### src/rtl/vx_uop_expander.sv
// vx_uop_expander: per-warp micro-op sequencer.
// Expands each instruction into 1..MAX_UOPS micro-ops. Each micro-op carries a running
// destination register offset. The first micro-op leaves combinationally in the cycle
// the instruction is accepted, and the instruction buffer is released at that moment.
module vx_uop_expander #(
   parameter int DATA_WIDTH   = 64,
   parameter int MAX_UOPS     = 16,
   parameter int REG_WIDTH    = 6,
   parameter int STRIDE_WIDTH = 3,
   parameter int CNT_WIDTH    = $clog2(MAX_UOPS + 1)
) (
   input  logic                    clk,
   input  logic                    reset,
   input  logic                    flush,
   input  logic                    in_valid,
   output logic                    in_ready,
   input  logic [DATA_WIDTH-1:0]   in_data,
   input  logic [CNT_WIDTH-1:0]    in_count,
   input  logic [REG_WIDTH-1:0]    in_rd,
   input  logic [STRIDE_WIDTH-1:0] in_stride,
   output logic                    out_valid,
   input  logic                    out_ready,
   output logic [DATA_WIDTH-1:0]   out_data,
   output logic [REG_WIDTH-1:0]    out_rd,
   output logic [CNT_WIDTH-1:0]    out_idx,
   output logic                    out_first,
   output logic                    out_last,
   output logic                    busy
);

   typedef enum logic {IDLE, ACTIVE} state_t;

   localparam logic [CNT_WIDTH-1:0] CNT_ONE = CNT_WIDTH'(1);
   localparam logic [CNT_WIDTH-1:0] CNT_MAX = CNT_WIDTH'(MAX_UOPS);

   // Requested count -> effective count: 0 behaves as 1, oversize requests clamp silently.
   function automatic logic [CNT_WIDTH-1:0] clamp_count(input logic [CNT_WIDTH-1:0] c);
      if (c == '0)
         return CNT_ONE;
      else if (c > CNT_MAX)
         return CNT_MAX;
      else
         return c;
   endfunction

   // Register index advance: zero-extended stride, wraps modulo 2^REG_WIDTH.
   function automatic logic [REG_WIDTH-1:0] rd_step(input logic [REG_WIDTH-1:0]    rd,
                                                     input logic [STRIDE_WIDTH-1:0] stride);
      return rd + REG_WIDTH'(stride);
   endfunction

   state_t                  state;
   logic [DATA_WIDTH-1:0]   data_q;
   logic [REG_WIDTH-1:0]    rd_q;
   logic [STRIDE_WIDTH-1:0] stride_q;
   logic [CNT_WIDTH-1:0]    last_idx_q;
   logic [CNT_WIDTH-1:0]    idx_q;

   logic [CNT_WIDTH-1:0]    n_eff;
   logic                    fire;
   logic                    start;
   logic                    advance;

   assign n_eff   = clamp_count(in_count);
   assign fire    = out_valid & out_ready;
   assign start   = (state == IDLE) & fire & (n_eff != CNT_ONE);
   assign advance = (state == ACTIVE) & fire & ~out_last;
   assign busy    = (state == ACTIVE);

   // Output mux: IDLE passes the input straight through; ACTIVE replays the latched instruction.
   always_comb begin
      out_valid = 1'b0;
      in_ready  = 1'b0;
      out_data  = in_data;
      out_rd    = in_rd;
      out_idx   = '0;
      out_first = 1'b1;
      out_last  = (n_eff == CNT_ONE);
      if (state == ACTIVE) begin
         out_valid = 1'b1;
         out_data  = data_q;
         out_rd    = rd_q;
         out_idx   = idx_q;
         out_first = 1'b0;
         out_last  = (idx_q == last_idx_q);
      end else begin
         out_valid = in_valid;
         in_ready  = out_ready;
      end
      // Reset and flush block any handshake in the cycle they are asserted.
      if (reset || flush) begin
         out_valid = 1'b0;
         in_ready  = 1'b0;
      end
   end

   // Sequencer state and micro-op index; reset and flush both drop back to IDLE.
   always_ff @(posedge clk) begin
      if (reset || flush) begin
         state <= IDLE;
         idx_q <= '0;
      end else begin
         case (state)
            IDLE: begin
               if (start) begin
                  state <= ACTIVE;
                  idx_q <= CNT_ONE;
               end
            end
            ACTIVE: begin
               if (fire) begin
                  if (out_last) begin
                     state <= IDLE;
                     idx_q <= '0;
                  end else begin
                     idx_q <= idx_q + CNT_ONE;
                  end
               end
            end
            default: begin
               state <= IDLE;
               idx_q <= '0;
            end
         endcase
      end
   end

   // Instruction capture and running rd; these are only consumed while ACTIVE, so they carry no reset.
   always_ff @(posedge clk) begin
      if (start) begin
         data_q     <= in_data;
         stride_q   <= in_stride;
         last_idx_q <= n_eff - CNT_ONE;
         rd_q       <= rd_step(in_rd, in_stride);
      end else if (advance) begin
         rd_q       <= rd_step(rd_q, stride_q);
      end
   end

endmodule

### config.mk
export PLATFORM = sky130hd
export DESIGN_NAME = vx_uop_expander
export DESIGN_NICKNAME = d
export VERILOG_FILES = /design/src/rtl/vx_uop_expander.sv
export SDC_FILE = /design/constraint.sdc
export NUM_CORES = 1
export LEC_CHECK = 0
export ABC_CLOCK_PERIOD_IN_PS = 2500
export CORE_MARGIN = 5
export CORE_UTILIZATION = 39
export CTS_CLUSTER_DIAMETER = 60
export DETAILED_ROUTE_END_ITERATION = 16
export PLACE_DENSITY_LB_ADDON = 0.1
export SLEW_MARGIN = 20
export SYNTH_ARGS = -nofsm -noshare
export SYNTH_HDL_FRONTEND = slang
export SYNTH_SLANG_ARGS = --single-unit
### constraint.sdc
create_clock -name clk -period 2.5 [get_ports clk]
set_input_delay 0.5 -clock clk [delete_from_list [all_inputs] [get_ports clk]]
set_output_delay 0.5 -clock clk [all_outputs]
set_load 0.1 [all_outputs]
==> results of run 1 <==
## routing by layer
metal	vias up	track usage
met2	120	0.255
met5	-	0
met4	0	0.0535
li1	1353	-
met1	1367	0.185
met3	14	0.0864
## where the power goes
part,switching (mW),internal (mW)
clock,0.481,0.558
combinational,0.799,0.530
sequential,0.0179,1.58
## worst reg2reg max path, delay by kind of cell (launching register included)
kind	cells	cell delay [ps]
DFF	1	620
and+or+nand+nor	1	510
AOI/OAI and AO/OA	2	260
buffers and inverters	2	430
## through the flow
step	power, mW	util
floorplan	2.39	-
global route	4.09	0.681
finish	3.96	0.681
detailed placement	2.96	0.658
global placement	2.95	0.658
CTS	4.01	0.681
## cells by family (layout without fill, tap and decap cells)
| kind of cell | count (synthesis) | after routing | share of synthesized area |
|---|---|---|---|
| AO/OA/AOI/OAI | 22 | 22 | 0.0381 |
| XOR/XNOR | 14 | 14 | 0.0304 |
| adder cells (fa/ha/maj) | 11 | 11 | 0.0378 |
| buffers and inverters | 15 | 195 | 0.0158 |
| flip-flops | 84 | 84 | 0.610 |
| multiplexers | 77 | 77 | 0.213 |
| AND/OR/NAND/NOR | 43 | 43 | 0.0549 |
## cell type report
class	count	area, um^2	area share
Clock buffer	9	124	0.0178
Clock inverter	7	91.3	0.0131
Inverter	5	27.5	0.00395
Multi-Input combinational cell	167	1560	0.224
Sequential cell	84	2470	0.354
Tap cell	136	170	0.0244
Timing Repair Buffer	174	2530	0.363
## worst min-delay path by stage
| stage | startpoint | endpoint | slack, ps | cells after the start |
|---|---|---|---|---|
| 2_1_floorplan | idx_q[1]$_SDFFE_PP0P_ | idx_q[1]$_SDFFE_PP0P_ | 480 | 2 |
| 3_3_place_gp | idx_q[1]$_SDFFE_PP0P_ | idx_q[1]$_SDFFE_PP0P_ | 530 | 2 |
| 6_report | idx_q[1]$_SDFFE_PP0P_ | idx_q[1]$_SDFFE_PP0P_ | 550 | 2 |
| 4_1_cts | idx_q[1]$_SDFFE_PP0P_ | idx_q[1]$_SDFFE_PP0P_ | 550 | 2 |
| 5_1_grt | in_count[1] | last_idx_q[3]$_DFFE_PP_ | 610 | 4 |
| 3_5_place_dp | idx_q[1]$_SDFFE_PP0P_ | idx_q[1]$_SDFFE_PP0P_ | 530 | 2 |
## synth_stat cells (5+ instances only)
library cell	n
nand2_1	8
a21oi_1	9
mux2i_1	5
edfxtp_1	78
mux2_2	70
xnor2_1	12
dfxtp_1	6
clkbuf_1	9
nor2_1	12
ha_1	9
## what timing repair did
item                                    in CTS  in global routing
buffers inserted                             1                  0
gates resized for setup                     19                  1
pin swaps                                    5                  5
endpoints found under the setup margin      79                  1
## sequential cells by signal, summed over array words and instances, names as in the netlist
| signal | flops |
|---|---|
| idx_q | 5 |
| stride_q | 3 |
| rd_q | 6 |
| data_q | 64 |
| last_idx_q | 5 |
| busy | 1 |
==> metrics.yaml, run 1 <==
status: "finished, final reports clean"
root_buffer: "clkbuf_8"
drt-total-wl_mm: 10.0
cp-end-kind: "primary output"
routed.top_layer: "met4"
synthTopCellsByArea: "edfxtp_1 (58%), mux2_2 (20%), dfxtp_1 (3.0%), ha_1 (2.8%), xnor2_1 (2.6%)"
rr_worst_depth: 5
hold_ws_ps: 546
postSynthAreaPerCell_um2: 15.2
place_hpwl_mm: 7.74
cp_top_family: "simple AND/OR/NAND/NOR gates"
wl_met2_mm: 4.80
rsz0062_at_grt: "yes"
fp.coreArea_mm2: 0.0102
crit_slowest_cell: "or4b_4"
yosys.area.top_type: "edfxtp_1"
crit_top_cell: "nor2_1"
crit_path_start_kind: "input pin"
cp-startpoint: "in_count[2]"
routed-via-count: 2854
synth_area_mm2: 0.00404
crit_end: "out_last"
nFillCells: 719
setup_tns_ps: 0
vias_per_cell: 4.90
setup_viol: 0
dr_wl_met3_mm: 1.21
hp-class: "reg -> reg"
clockBufferDepth: 2
grt_start_max_net_pins: 73
placed_area_mm2: 0.00673
m1WireLength_mm: 3.83
clock_skew_ps: 9.18
layout_common_cells: "buf_12 (82), edfxtp_1 (78), clkdlybuf4s50_1 (77), mux2_2 (70), xnor2_1 (12)"
overflow: 0
diodes: 0
antenna_left: 0
htree_levels: 3
rows: 37
critical_path.max_fanout: 2
die_h_um: 112
ios: 163
area_delta_synth_final_pct: 72.6
power.density_mw_per_mm2: 569
drive_gt1_frac: 0.435
path_class: "in -> out"
cp_cell_sequence: "buf_6 > nor3_2 > nor2_1 > nor2_1 > ha_2 > or4b_4 > o21ai_4 > buf_12"
hold_buffers: 0
fin_area_mm2: 0.00697
initial_core_util: 0.395
drv_slew: 0
antenna_found_initial: 0
p_leak_nw: 2.56
instances_no_fill: 582
cp_num_buf_inv: 2
synth_fp_nets: 360
place_inst: 565
worstPathRequired_ps: 2000
portBuffers: 162
ir_drop_v: 0.000369
r2r-end: "idx_q[4]$_SDFFE_PP0P_"
relSlewSlack: 0.537
critical_path_depth: 8
r2r_setup_slack_ps: 610
hold_viol: 0
clk_latency_ps: 340
yosys_warnings: 0
cpPeakStageDelay_ps: 480
timing.final.crit_period_ps: 2470
r2r_start: "busy$_SDFF_PP0_"
cts.clk_slew.worst_paths_ps: 80
cp.arrival_ps: 1970
wl_per_cell_um: 17.2
fmax_mhz: 404
ys.flop_type: "edfxtp_1"
ys_ff_latch: 84
first_pass_iters: 4
die_w_um: 112
layout.nets: 535
worstMarginPinSlew_ps: 694
numCtsBuffers: 9
grt_pass1_wl_mm: 16.0
final_common_cell: "buf_12"
synth_seq_area_share: 0.610
cts_tree: "yes"
drc: 0
syn_inst: 266
grt_pass1_vias: 3107
drt_iter0_drc: 95
clkSinkCount: 84
die-area_mm2: 0.0125
maxCapViolations: 0
place_congestion: 0.870
grt_usage: 0.160
synth_cell_types: 40
synth_edf_count: 78
dp_slack_ps: -468
fin_crit_sh: 0.989
setup_slack_ps: 27.4
synthArstFlopShare: 0
synth_top_area_frac: 0.580
Power figures use the tool's default switching activity.
==> run 2: changes to the inputs <==
- CORE_MARGIN: 5 -> 2
- SKIP_LAST_GASP: default -> 1
==> metrics.yaml, run 2 (synthesis results as in run 1) <==
grt_pass1_vias: 3063  # -1.4%
worstPathRequired_ps: 2000  # about the same
setup_viol: 0  # unchanged
wl_per_cell_um: 16.3  # -5.2%
worstMarginPinSlew_ps: 556  # -138 ps
top_regs: "data_q x64, rd_q x6"
cts.clk_slew.worst_paths_ps: 80  # about the same
clk_latency_ps: 360  # +20 ps
place_hpwl_mm: 7.53  # -2.6%
cp-end-kind: "primary output"
grt_start_max_net_pins: 24  # -67%
place_inst: 573  # +1.4%
status: "finished, final reports clean"
timing.final.crit_period_ps: 2470  # -0.785 ps
vias_per_cell: 4.94  # +0.67%
hold_viol: 0  # unchanged
ir_drop_v: 0.000418  # +13%
r2r_setup_slack_ps: 660  # +50 ps
rr_worst_depth: 5  # unchanged
layout.nets: 552  # +3.2%
path_class: "in -> out"
clockBufferDepth: 2  # unchanged
min_to: "idx_q[1]$_SDFFE_PP0P_"
utilization: 0.703  # +0.0220
layout_common_cells: "buf_12 (86), edfxtp_1 (78), clkdlybuf4s50_1 (77), mux2_2 (70), buf_4 (23)"
numCtsBuffers: 9  # unchanged
rows: 37  # unchanged
cp.arrival_ps: 1970  # about the same
largest_reg_flops: 64  # unchanged
rsz0062_at_grt: "yes"
drt-total-wl_mm: 9.79  # -2.4%
clock_skew_ps: 8.35  # -0.829 ps
drt_iter0_drc: 125  # +32%
drv_slew: 0  # unchanged
hold_path_depth: 2  # unchanged
place_congestion: 0.801  # -8.0%
relSlewSlack: 0.629  # +0.0923
r2r_start: "busy$_SDFF_PP0_"
nFillCells: 712  # -0.97%
area_delta_synth_final_pct: 77.4
fmax_mhz: 405  # about the same
overflow: 0  # unchanged
clkSinkCount: 84  # unchanged
fin_crit_sh: 0.989  # about the same
die-area_mm2: 0.0112  # -10%
hold_buffers: 0  # unchanged
diodes: 0  # unchanged
power.density_mw_per_mm2: 563  # -0.95%
htree_levels: 3  # unchanged
portBuffers: 162  # unchanged
die_h_um: 106  # -5.4%
die_w_um: 106  # -5.4%
hp-start: "idx_q[1]$_SDFFE_PP0P_"
cts_tree: "yes"
p_leak_nw: 2.67  # +4.3%
critical_path.max_fanout: 2  # unchanged
antenna_found_initial: 0  # unchanged
grt_pass1_wl_mm: 15.6  # -2.6%
hp-class: "reg -> reg"
root_buffer: "clkbuf_8"
initial_core_util: 0.396  # +0.00179
r2r-end: "idx_q[4]$_SDFFE_PP0P_"
routed-via-count: 2957  # +3.6%
instances_no_fill: 599  # +2.9%
drive_gt1_frac: 0.458  # +0.0229
largest_register: "data_q"
antenna_left: 0  # unchanged
grt_usage: 0.180  # +0.0196
maxCapViolations: 0  # unchanged
fp.coreArea_mm2: 0.0102  # -0.45%
ios: 163  # unchanged
drc: 0  # unchanged
crit_path_start_kind: "input pin"
first_pass_iters: 4  # unchanged
final_common_cell: "buf_12"
==> run 2: how the worst max path moves through the flow <==
stage                        endpoint         from  slack (ps)  cells after the start
floorplan                    out_last  in_count[3]         -40                      6
global placement    rd_q[1]$_DFFE_PP_  in_count[3]        -420                      9
detailed placement  rd_q[1]$_DFFE_PP_  in_count[3]        -500                      9
CTS                          out_last  in_count[1]         -10                      8
global route                 out_last  in_count[2]         -70                      8
finish                       out_last  in_count[2]          30                      8
==> run 2: worst max-delay path: stages <==
cell	delay, ps
buf_6	100
nor3_4	150
nor2_1	50
nor2_1	140
ha_2	190
or4b_4	480
o21ai_4	160
buf_12	190
==> run 2: report_power, final <==
group / internal [mW] / switching [mW] / total, mW
clock: 0.575 / 0.510 / 1.09
combinational: 0.550 / 0.805 / 1.35
sequential: 1.58 / 0.0172 / 1.60
total: 2.70 / 1.33 / 4.04
==> run 2: area by class of cell <==
type	count	area (um^2)	area share
Timing Repair Buffer	191	2710	0.378
Clock inverter	6	96.3	0.0134
Clock buffer	10	128	0.0178
Inverter	5	27.5	0.00384
Tap cell	136	170	0.0238
Multi-Input combinational cell	167	1570	0.219
Sequential cell	84	2470	0.344
==> run 2: stage by stage <==
stage | setup slack [ps] | hold WS (ps) | cell area [um^2] | setup TNS, ps | power, mW
2_1_floorplan | -36.0 | 481 | 4110 | -68.5 | 2.39
3_3_place_gp | -424 | 527 | 6840 | -30080 | 2.96
3_5_place_dp | -505 | 541 | 6840 | -35630 | 2.97
4_1_cts | -13.0 | 558 | 7140 | -13.0 | 4.08
5_1_grt | -70.5 | 586 | 7160 | -70.5 | 4.17
6_report | 28.2 | 551 | 7160 | 0 | 4.04
==> run 2: per-layer routing <==
metal | vias to the layer above | global-route usage | share of wire
li1 | 1396 | - | -
met1 | 1425 | 0.201 | 0.37
met2 | 120 | 0.299 | 0.51
met3 | 16 | 0.0866 | 0.10
met4 | 0 | 0.0639 | 0.017
met5 | - | 0 | 0
==> run 2: timing repair <==
| item | CTS | global route |
|---|---|---|
| pin swaps | 5 | 5 |
| setup endpoints to repair | 41 | 1 |
| resized for setup | 20 | 1 |
| setup buffers | 8 | 2 |
